File: config.mk
export PLATFORM = sky130hd
export DESIGN_NAME = mux_4to1_rr_arbiter
export DESIGN_NICKNAME = d
export VERILOG_FILES = /design/src/rtl/mux_4to1_rr_arbiter.sv
export SDC_FILE = /design/constraint.sdc
export NUM_CORES = 1
export LEC_CHECK = 0
export BUFFER_PORTS_ARGS = -buffer_cell sky130_fd_sc_hd__buf_2
export CORE_UTILIZATION = 35
export DETAILED_ROUTE_END_ITERATION = 8
export GPL_TIMING_DRIVEN = 0
export PLACE_DENSITY = 0.6
export SYNTH_ARGS = -nofsm -noshare
export SYNTH_HDL_FRONTEND = slang
export SYNTH_SLANG_ARGS = --single-unit
export TNS_END_PERCENT = 100
File: constraint.sdc
create_clock -name clk_in -period 2.7 [get_ports clk_in]
set_clock_uncertainty 0.05 [all_clocks]
set_input_delay 0.54 -clock clk_in [delete_from_list [all_inputs] [get_ports clk_in]]
set_output_delay 0.54 -clock clk_in [all_outputs]
set_load 0.005 [all_outputs]
File: src/rtl/mux_4to1_rr_arbiter.sv
// rtl/mux_4to1_rr_arbiter.sv - round-robin arbiter sharing a registered 4:1 bit mux
// Grants one of four requesters at a time, bounded by HOLD_CYCLES per grant.
module mux_4to1_rr_arbiter #(
    parameter int HOLD_CYCLES = 4,
    parameter int CNT_W       = 3
) (
    input  logic       clk_in,
    input  logic       rst_in,
    input  logic [3:0] req_in,
    input  logic [3:0] d_in,
    output logic [3:0] gnt_out,
    output logic [1:0] sel_out,
    output logic       busy_out,
    output logic       y_out,
    output logic       valid_out
);

    typedef enum logic {
        IDLE  = 1'b0,
        GRANT = 1'b1
    } state_t;

    state_t             state_q, state_d;
    logic [1:0]         sel_q, sel_d;
    logic [1:0]         last_ptr_q, last_ptr_d;
    logic [CNT_W-1:0]   hold_cnt_q, hold_cnt_d;
    logic               y_q, y_d;
    logic               valid_q, valid_d;
    logic               release_w;
    logic               busy_w;

    // Circular search starting at ptr+1; ptr itself is checked last.
    function automatic logic [1:0] pick(input logic [3:0] req, input logic [1:0] ptr);
        logic [1:0] idx;
        pick = ptr;
        for (int k = 3; k >= 0; k--) begin
            idx = ptr + 2'(k + 1);
            if (req[idx]) begin
                pick = idx;
            end
        end
    endfunction

    assign busy_w    = (state_q == GRANT);
    assign release_w = ~req_in[sel_q] | (hold_cnt_q == CNT_W'(HOLD_CYCLES - 1));

    always_comb begin
        state_d    = state_q;
        sel_d      = sel_q;
        last_ptr_d = last_ptr_q;
        hold_cnt_d = hold_cnt_q;
        y_d        = busy_w ? d_in[sel_q] : 1'b0;
        valid_d    = busy_w;

        case (state_q)
            IDLE: begin
                if (req_in != 4'b0000) begin
                    state_d    = GRANT;
                    sel_d      = pick(req_in, last_ptr_q);
                    hold_cnt_d = '0;
                end
            end
            GRANT: begin
                if (!release_w) begin
                    hold_cnt_d = hold_cnt_q + CNT_W'(1);
                end else begin
                    // The released requester drops to lowest priority for the re-pick.
                    last_ptr_d = sel_q;
                    hold_cnt_d = '0;
                    if (req_in != 4'b0000) begin
                        sel_d = pick(req_in, sel_q);
                    end else begin
                        state_d = IDLE;
                    end
                end
            end
            default: begin
                state_d = IDLE;
            end
        endcase
    end

    always_ff @(posedge clk_in) begin
        if (rst_in) begin
            state_q    <= IDLE;
            sel_q      <= 2'd0;
            last_ptr_q <= 2'd3;
            hold_cnt_q <= '0;
            y_q        <= 1'b0;
            valid_q    <= 1'b0;
        end else begin
            state_q    <= state_d;
            sel_q      <= sel_d;
            last_ptr_q <= last_ptr_d;
            hold_cnt_q <= hold_cnt_d;
            y_q        <= y_d;
            valid_q    <= valid_d;
        end
    end

    assign busy_out  = busy_w;
    assign sel_out   = sel_q;
    assign gnt_out   = busy_w ? (4'b0001 << sel_q) : 4'b0000;
    assign y_out     = y_q;
    assign valid_out = valid_q;

endmodule

=== Word-level counts from Yosys, hierarchy flattened ===
Cells that the tools add are included.

* Register bits: 10
* Latch bits: 0
* RAM bits: 0
* Bits in read-only memories: 0
* Input port bits: 10
* Output and inout bits: 9
* Memories: 0

* Add/sub/neg operators: 7
* $mul: 0
* Div/mod/pow operators: 0
* Order comparisons: 7
* Eq/ne operators: 5
* Shift operators: 1
* Muxes and demuxes: 33
* Bitwise gates (word level): 3
* Reduce and logical (&&, ||, !) cells: 4

{| class="wikitable"
|+ Operators with widths
! cell !! count
|-
| less-than comparator 2 x 3 -> 1 bit (second input constant) || 7
|-
| two-way mux 2 bit || 9
|-
| binary-select mux 1 bit (select 2 bit) || 8
|-
| two-way mux 1 bit || 10
|-
| adder 2 bit (second input constant) || 4
|-
| two-way mux 3 bit || 2
|-
| case mux 3 bit (2 select lines) || 1
|-
| adder 2 x 1 -> 2 bit (second input constant) || 2
|-
| two-way mux 4 bit || 1
|-
| inequality test 2 x 1 -> 1 bit (second input constant) || 2
|-
| inequality test 4 x 1 -> 1 bit (second input constant) || 1
|-
| case mux 2 bit (2 select lines) || 1
|-
| AND reduction 4 bit || 1
|-
| nonzero test 4 bit || 1
|-
| left shift 1 x 2 -> 4 bit (first input constant) || 1
|-
| adder 3 x 1 -> 3 bit (second input constant) || 1
|-
| == test 3 x 2 -> 1 bit (second input constant) || 1
|-
| inequality test 2 bit (second input constant) || 1
|-
| inverter 1 bit || 2
|-
| case mux 1 bit (2 select lines) || 1
|-
| AND reduction 2 bit || 1
|-
| OR reduction 2 bit || 1
|-
| OR 1 bit || 1
|}

=== Longest topological paths before layout ===
Gate-level depths: netlist of run 1.

* Depth after elaboration: 9
* Gate-level depth with buffers: 8

=== Least setup slack after synthesis of run 1 ===
No wires, ideal clock.

* Path type: input -> register
* From: input req_in[2]
* To: register sel_q[0] (netlist: sel_out[0])
* Library setup time: 86 ps
* Arrival time: 1,899 ps
* Data required time: 2,564 ps
* Slack: 665 ps
* Stages: 6
* Buffers on the path: 1
* Cells stage by stage: buf_2 mux2_4 or4_1 and3_4 nand2b_4 a221oi_2

* Longest elaborated chain between the ends: 7
* Elaborated cells between the ends (all ways): 31

{| class="wikitable"
|+ Ends and longest elaborated chain
! element !! line !! RTL
|-
| from (decl) || 9 || <nowiki>input logic [3:0] req_in,</nowiki>
|-
| binary-select mux 1 bit (select 2 bit) || 38 || <nowiki>if (req[idx]) begin</nowiki>
|-
| two-way mux 1 bit (implied by the code) || 38 ||
|-
| two-way mux 2 bit (2 in series) || 38 ||
|-
| two-way mux 2 bit, on equally long branches || 70, 38 ||
|-
| two-way mux 2 bit, on equally long branches || 64, 57 ||
|-
| case mux 2 bit (2 select lines) || 55 || <nowiki>case (state_q)</nowiki>
|-
| to (signal assigned) || 93 || <nowiki>sel_q <= sel_d;</nowiki>
|-
| to (decl) || 24 || <nowiki>logic [1:0] sel_q, sel_d;</nowiki>
|}

Parallel ways exist; a longest one is shown, timed or not. The select of a mux whose other input is x is not followed.
A chain may end at the register's enable or synchronous reset.

=== Worst setup path after layout of run 1 ===
* From: register sel_q[0] (netlist: sel_out[0])
* To: register sel_q[0] (netlist: sel_out[0])

* Longest elaborated chain between the ends: 8
* Elaborated cells between the ends (all ways): 22

{| class="wikitable"
|+ Ends and longest elaborated chain
! element !! line !! RTL
|-
| adder 2 bit || 37 || <nowiki>idx = ptr + 2'(k + 1);</nowiki>
|-
| binary-select mux 1 bit (select 2 bit) || 38 ||
|-
| two-way mux 1 bit (implied by the code) || 38 ||
|-
| two-way mux 2 bit (2 in series) || 38 ||
|-
| two-way mux 2 bit || 70 || <nowiki>if (req_in != 4'b0000) begin</nowiki>
|-
| two-way mux 2 bit || 64 || <nowiki>if (!release_w) begin</nowiki>
|-
| case mux 2 bit (2 select lines) || 55 ||
|}

Parallel ways exist; a longest one is shown, timed or not. The select of a mux whose other input is x is not followed.

==> run_results.csv, run 1 <==
group,metric,value,unit
clocking,path_clk_slew,0.06,ns
drt,drt-vias-per-instance,5.250,
global_routing,grt_max_degree,11,
worst_setup_path,cp_cell_sequence,"buf_4 > inv_1 > ha_1 > nand2_1 > o21ai_0 > o211ai_1 > o311ai_0 > a221oi_2",
pwr,vdd_ir_drop_max,0.3213,mV
logic_synthesis,ys_seq_elements,10,
timing,worstMarginPinSlew,0.4557,ns
clocking,cts_buffers,3,
clocking,clockBufferDepth,2,
cells_and_area,fillers,230,
min_path,hp-start,"hold_cnt_q[2]$_SDFFE_PP0P_",
clocking,cts_num_sinks,10,
floorplanning,core-area,2042,um^2
worst_setup_path,r2r_cells,8,
timing,hold_violations,0,
placed_design,place_ws,0.4945,ns
drt,vias,714,
logic_synthesis,ys_top_cells_by_area,"dfxtp_1 25%, ha_1 9.4%, mux4_1 6.6%",
logic_synthesis,synth_async_sr_flop_share,0,
global_routing,grt_pass1_vias,719,
global_routing,antenna_found_initial,0,
clocking,post_cts_buffers,0,
pwr,total_leakage_power,0.4341,nW
placed_design,port-buffer-count,15,
floorplanning,die_w,49.68,um
cells_and_area,drive_gt1_frac,0.2661,
worst_setup_path,path_class,"flip-flop to flip-flop",
worst_setup_path,crit_path_max_fanout,10,
drt,finalWirelength,1.786,mm
cells_and_area,layout.nets,127,
logic_synthesis,synthTopCellsByCount,"13 x nor2_1, 10 x dfxtp_1, 8 x inv_1",
timing,final.setup.tns,0,ns
logic_synthesis,synth-warning-count,0,
logic_synthesis,synth_area,795.8,um^2
timing,rsz0062_at_grt,"no",
worst_setup_path,slowest_stage,"dfxtp_1",
timing,fmax,468.8,MHz
worst_setup_path,cp-start-kind,"flip-flop",
logic_synthesis,yosys.cell_count.top_type,"nor2_1",
timing,finalCritPeriodShare,0.7900,
drt,drc,0,
logic_synthesis,synth_cell_types,38,
worst_setup_path,crit_path_end_kind,"flip-flop",
worst_setup_path,r2r_start,"sel_out[0]$_SDFFE_PP0P_",
drt,ant_nets,0,
clocking,htreeDepth,1,
logic_synthesis,synth_seq_area_share,0.2516,
worst_setup_path,cp_top_family,"compound AO/OA/AOI/OAI gates",
floorplanning,die_y,49.68,um
clocking,clk-insertion-delay-late,0.27,ns
logic_synthesis,synth_fp_nets,107,
logic_synthesis,synth_edf_count,0,
min_path,min_to,"hold_cnt_q[2]$_SDFFE_PP0P_",
floorplanning,io_pins,19,
drt,wl_per_cell,13.13,um
logic_synthesis,yosysTopAreaCellShare,0.2516,
worst_setup_path,slowest_delay,0.41,ns
cells_and_area,diodes,0,
clocking,cts_hold_buf,0,
worst_setup_path,cp.required,2.83,ns
min_path,hold_path.class,"flip-flop to flip-flop",
floorplanning,num_rows,16,
clocking,cts_tree,"yes",
pwr,p_per_area,519.4,nW/um^2
placed_design,place_hpwl,1.327,mm
logic_synthesis,yosysTopAreaCell,"dfxtp_1",
drt,drt_iter0_markers,16,
min_path,min_path_cells,2,
global_routing,grt_pass1_wl,3.215,mm
worst_setup_path,reg2reg_to,"sel_out[0]$_SDFFE_PP0P_",
worst_setup_path,cp.buffers_inverters,2,
timing,setup_violations,0,
outcome,status,"completed",
logic_synthesis,ys.flop_type,"dfxtp_1",
worst_setup_path,r2r_slack,0.57,ns
timing,timing.hold.ws,0.4409,ns
timing,max_slew_margin,0.6923,
timing,setup_ws,0.5670,ns
clocking,cts.repair.resized,0,
timing,slew_viol_final,0,
floorplanning,die_area,2468,um^2
placed_design,place_congestion,0.7536,
timing,period_needed,2.133,ns
logic_synthesis,syn-instance-count,91,
floorplanning,initial_utilization,0.3897,
global_routing,grt_overflow_total,0,
global_routing,grt.total_usage,0.1733,
placed_design,post-place-cells,133,
worst_setup_path,cp_data_arrival_time,2.27,ns
clocking,root_buffer,"clkbuf_4",
cells_and_area,areaGrowthSynthToFinish,16.51,%
drt,drt_first_pass_iters,4,
flow_run,maxCapViolCount,0,
cells_and_area,layoutNonFillerInstCount,136,
logic_synthesis,syn_avg_cell_area,8.745,um^2
layer usage:
| layer | routed length [um] | track usage | vias to the layer above |
|---|---|---|---|
| met2 | 798 | 0.2793 | 24 |
| met4 | 25 | 0.07143 | 0 |
| li1 | - | - | 365 |
| met3 | 128 | 0.05556 | 4 |
| met5 | 0 | 0 | - |
| met1 | 834 | 0.2105 | 321 |
how the worst max path moves through the flow:
| stage | depth (start not counted) | from | to |
|---|---|---|---|
| 2_1_floorplan | 6 | req_in[2] | sel_out[0]$_SDFFE_PP0P_ |
| 3_3_place_gp | 6 | req_in[2] | sel_out[0]$_SDFFE_PP0P_ |
| 3_5_place_dp | 6 | req_in[2] | sel_out[0]$_SDFFE_PP0P_ |
| 4_1_cts | 8 | sel_out[0]$_SDFFE_PP0P_ | sel_out[0]$_SDFFE_PP0P_ |
| 5_1_grt | 8 | sel_out[0]$_SDFFE_PP0P_ | sel_out[0]$_SDFFE_PP0P_ |
| 6_report | 8 | sel_out[0]$_SDFFE_PP0P_ | sel_out[0]$_SDFFE_PP0P_ |
layout by cell type, fill, tap and decap left out, types with 2 or more instances in the layout:
master / n
clkbuf_4: 3
o311ai_0: 2
clkbuf_1: 3
inv_1: 8
mux4_1: 2
a21oi_1: 4
ha_1: 6
dfxtp_1: 10
buf_2: 18
nand2_1: 3
mux2i_1: 3
a211o_1: 2
nand2b_1: 2
and2_1: 6
nor2_1: 13
sequential cells by signal (all words and copies together), names as in the netlist:
name        flops
valid_out       1
hold_cnt_q      3
y_out           1
sel_out         2
last_ptr_q      2
busy_out        1
area by class of cell:
| type | count | area (um^2) | area share |
|---|---|---|---|
| repair buffers | 15 | 75.07 | 0.08097 |
| well taps | 27 | 33.78 | 0.03644 |
| clock buffers | 3 | 22.52 | 0.02429 |
| plain buffers | 9 | 48.80 | 0.05263 |
| inverters | 8 | 30.03 | 0.03239 |
| flip-flops and latches | 10 | 200.2 | 0.2159 |
| multi-input cells | 64 | 516.7 | 0.5574 |
through the flow:
step,power (mW),cell area (um^2),utilization
finish,0.4816,927.1,0.4540
CTS,0.4841,927.1,0.4540
global placement,0.3768,904.6,0.4430
floorplan,0.3307,795.8,-
detailed placement,0.3809,904.6,0.4430
global route,0.5172,927.1,0.4540
report_power, final:
| group | internal (mW) | switching [mW] |
|---|---|---|
| Combinational | 0.0978 | 0.107 |
| Clock | 0.0516 | 0.0513 |
| Sequential | 0.162 | 0.0118 |
| Total | 0.312 | 0.170 |
worst register-to-register path, delay by kind of cell (launching register included):
| family | cells | cell delay, ns |
|---|---|---|
| buffers and inverters | 2 | 0.33 |
| adder cells (fa/ha/maj) | 1 | 0.39 |
| AND/OR/NAND/NOR | 1 | 0.13 |
| AO/OA/AOI/OAI | 4 | 0.73 |
| flip-flops | 1 | 0.41 |
cell families (layout without fill, tap and decap cells):
| group | count (synthesis) | in the layout | share of synthesized area |
|---|---|---|---|
| AND/OR/NAND/NOR | 30 | 30 | 0.2091 |
| flip-flops | 10 | 10 | 0.2516 |
| multiplexers | 7 | 7 | 0.1368 |
| adder cells (fa/ha/maj) | 6 | 6 | 0.09434 |
| buffers and inverters | 17 | 35 | 0.09905 |
| AO/OA/AOI/OAI | 21 | 21 | 0.2091 |
Power figures use the tool's default switching activity.
==> run 2, diff against run 1 <==
--- a/config.mk
+++ b/config.mk
@@ -5,11 +5,12 @@
 export SDC_FILE = /design/constraint.sdc
 export NUM_CORES = 1
 export LEC_CHECK = 0
+export ABC_AREA = 1
 export BUFFER_PORTS_ARGS = -buffer_cell sky130_fd_sc_hd__buf_2
 export CORE_UTILIZATION = 35
 export DETAILED_ROUTE_END_ITERATION = 8
 export GPL_TIMING_DRIVEN = 0
-export PLACE_DENSITY = 0.6
+export PLACE_DENSITY = 0.59
 export SYNTH_ARGS = -nofsm -noshare
 export SYNTH_HDL_FRONTEND = slang
 export SYNTH_SLANG_ARGS = --single-unit
==> constraint.sdc (replaced) <==
create_clock -name clk_in -period 2.14 [get_ports clk_in]
set_clock_uncertainty 0.05 [all_clocks]
set_input_delay 0.428 -clock clk_in [delete_from_list [all_inputs] [get_ports clk_in]]
set_output_delay 0.428 -clock clk_in [all_outputs]
set_load 0.005 [all_outputs]
==> run 2 against run 1 <==
Sequential power grew 55%. Global-route usage grew 0.26 points. Core utilization shrank 1.9 points. Non-clock buffer count shrank 3. Largest cell class unchanged.
==> run_results.csv, run 2 <==
group,metric,value,unit
logic_synthesis,syn-instance-count,147,
drt,wl_met2,1.010,mm
drt,wl_met1,962,um
worst_setup_path,r2r_cells,12,
global_routing,grt.total_usage,0.1759,
global_routing,grt_overflow_total,0,
logic_synthesis,synth_top_family_by_area,"simple AND/OR/NAND/NOR gates",
logic_synthesis,yosys-mux-area-fraction,0,
clocking,cts.repair.resized,0,
drt,drt-vias-per-instance,4.719,
clocking,clk-insertion-delay-late,0.27,ns
floorplanning,core-area,2455,um^2
drt,finalWirelength,2.087,mm
pwr,vdd_ir_drop_max,0.6011,mV
drt,vias,939,
clocking,cts_tree,"yes",
clocking,cts_num_sinks,10,
floorplanning,num_rows,18,
worst_setup_path,crit_path_max_fanout,8,
clocking,htreeDepth,1,
placed_design,place_congestion,0.8366,
cells_and_area,largest_reg_flops,3,
timing,rsz0062_at_grt,"no",
cells_and_area,final_cell_mix,"48 x nand2_1, 19 x buf_2, 17 x inv_1, 14 x nor2_1, 13 x nand3_1",
logic_synthesis,synthTopCellsByCount,"48 x nand2_1, 17 x inv_1, 14 x nor2_1",
clocking,clockBufferDepth,2,
worst_setup_path,path_class,"flip-flop to primary output",
logic_synthesis,yosysTopAreaCell,"dfxtp_1",
logic_synthesis,ys_top_cells_by_area,"dfxtp_1 22%, nand2_1 20%, ha_1 8.3%",
pwr,switchingPower,0.5240,mW
cells_and_area,areaGrowthSynthToFinish,18.14,%
clocking,path_clk_slew,0.07,ns
timing,worstMarginPinSlew,0.3519,ns
logic_synthesis,synth-simple-area-share,0.4571,
pwr,p_per_area,1033,nW/um^2
clocking,cts_buffers,3,
logic_synthesis,syn_avg_cell_area,6.145,um^2
logic_synthesis,synth_xor_area_frac,0,
logic_synthesis,synth_fp_nets,163,
placed_design,place_ws,0.3627,ns
logic_synthesis,synth_cell_types,24,
timing,setup_violations,0,
global_routing,grt_pass1_vias,812,
worst_setup_path,cp_data_arrival_time,1.36,ns
logic_synthesis,synthAdderAreaFrac,0.08310,
min_path,hold_path.class,"input pin to flip-flop",
floorplanning,die_w,52.81,um
timing,max_slew_margin,0.7651,
cells_and_area,layout.nets,186,
drt,drt_iter0_markers,29,
placed_design,port-buffer-count,18,
floorplanning,die_y,52.81,um
logic_synthesis,yosys.cell_count.top_type,"nand2_1",
timing,period_needed,1.840,ns
logic_synthesis,ys_seq_elements,10,
pwr,power.share.combinational,0.600,
drt,drt_first_pass_iters,4,
flow_run,maxCapViolCount,0,
cells_and_area,layout_commonest_cell,"nand2_1",
placed_design,place_hpwl,1.617,mm
timing,fmax,543.4,MHz
pwr,clkPwrFrac,0.156,
timing,hold_violations,0,
global_routing,antenna_found_initial,0,
floorplanning,initial_utilization,0.3680,
floorplanning,die_area,2788,um^2
timing,setup_ws,0.2998,ns
cells_and_area,regMostFlops,"hold_cnt_q",
timing,finalCritPeriodShare,0.8599,
cells_and_area,diodes,0,
drt,dr.max_layer_used,"met4",
logic_synthesis,synth_async_sr_flop_share,0,
logic_synthesis,synth_edf_count,0,
logic_synthesis,yosysTopAreaCellShare,0.2216,
logic_synthesis,synth_area,903.4,um^2
pwr,swShare,0.4754,
drt,drc,0,
pwr,seqPwrFrac,0.244,
cells_and_area,drive_gt1_frac,0.2604,
global_routing,grt_pass1_wl,3.484,mm
logic_synthesis,synth-warning-count,0,
floorplanning,io_pins,19,
outcome,status,"completed",
clocking,root_buffer,"clkbuf_4",
pwr,total_leakage_power,0.6173,nW
cells_and_area,fillers,263,
clocking,cts_hold_buf,0,
worst_setup_path,crit_path_end_kind,"primary output",
global_routing,grt_max_degree,11,
logic_synthesis,synth_seq_area_share,0.2216,
pwr,internal-power,0.5782,mW
min_path,min_path_cells,2,
timing,slew_viol_final,0,
logic_synthesis,synth-compound-area-share,0.1011,
drt,ant_nets,0,
drt,wl_per_cell,10.49,um
worst_setup_path,cp.required,1.66,ns
timing,final.setup.tns,0,ns
worst_setup_path,cp-start-kind,"flip-flop",
clocking,post_cts_buffers,0,
logic_synthesis,ys.flop_type,"dfxtp_1",
drt,wl_met3,58,um
==> run 2: cell types whose count changed after synthesis, sizes merged, moves of 6 or more <==
cell | previous run | this run
nand3 | 0 | 15
nand2 | 3 | 56
and2 | 6 | 0
inv | 8 | 23
o21ai | 1 | 8
==> run 2: per-layer routing <==
layer  vias to the layer above  GRT usage
met5                         -          0
met2                        16     0.2911
met4                         0     0.1228
met1                       412     0.2045
li1                        506          -
met3                         5    0.02609
==> run 2: worst max-delay path, stage by stage, from the launching register on <==
cell and delay [ns]:
dfxtp_1 0.53, inv_2 0.15, ha_1 0.20, nand2_1 0.06, inv_1 0.03, buf_2 0.11
==> run 2: worst paths after layout <==
path	from	endpoint	slack, ns
worst max-delay path	sel_out[1]$_SDFFE_PP0P_	gnt_out[0]	0.30
worst min-delay path	rst_in	hold_cnt_q[2]$_SDFFE_PP0P_	0.32
worst max register to register	sel_out[1]$_SDFFE_PP0P_	sel_out[0]$_SDFFE_PP0P_	0.34
worst min register to register	hold_cnt_q[0]$_SDFFE_PP0P_	hold_cnt_q[0]$_SDFFE_PP0P_	0.43
==> run 2: power groups by stage <==
stage | registers (mW) | logic, mW | clock network [mW]
CTS | 0.269 | 0.658 | 0.178
global placement | 0.270 | 0.645 | 0
floorplan | 0.266 | 0.515 | 0
finish | 0.269 | 0.662 | 0.172
global route | 0.276 | 0.769 | 0.187
detailed placement | 0.273 | 0.654 | 0
==> run 2: through the flow <==
step / area, um^2 / hold slack [ns] / power, mW / cells / utilization
after floorplan: 903.4 / 0.3913 / 0.7809 / 147 / -
after global placement: 1031 / 0.4053 / 0.9152 / 195 / 0.4200
after detailed placement: 1031 / 0.4210 / 0.9271 / 195 / 0.4200
after CTS: 1067 / 0.3150 / 1.105 / 199 / 0.4348
after global routing: 1067 / 0.3345 / 1.232 / 199 / 0.4348
final: 1067 / 0.3176 / 1.102 / 199 / 0.4348
==> run 2: layout make-up <==
cell class / count / area [um^2] / share of cell area
multi-input combinational: 111 / 579.3 / 0.5428
sequential: 10 / 200.2 / 0.1876
clock buffer: 4 / 36.28 / 0.03400
buffer: 3 / 27.53 / 0.02579
inverter: 23 / 96.34 / 0.09027
tap: 30 / 37.54 / 0.03517
timing repair buffer: 18 / 90.09 / 0.08441
==> run 2: logic make-up (layout without fill, tap and decap cells) <==
family / Yosys count / after routing
simple gates: 89 / 89
flops: 10 / 10
buf+inv: 26 / 48
compound gates: 16 / 16
fa+ha+maj: 6 / 6
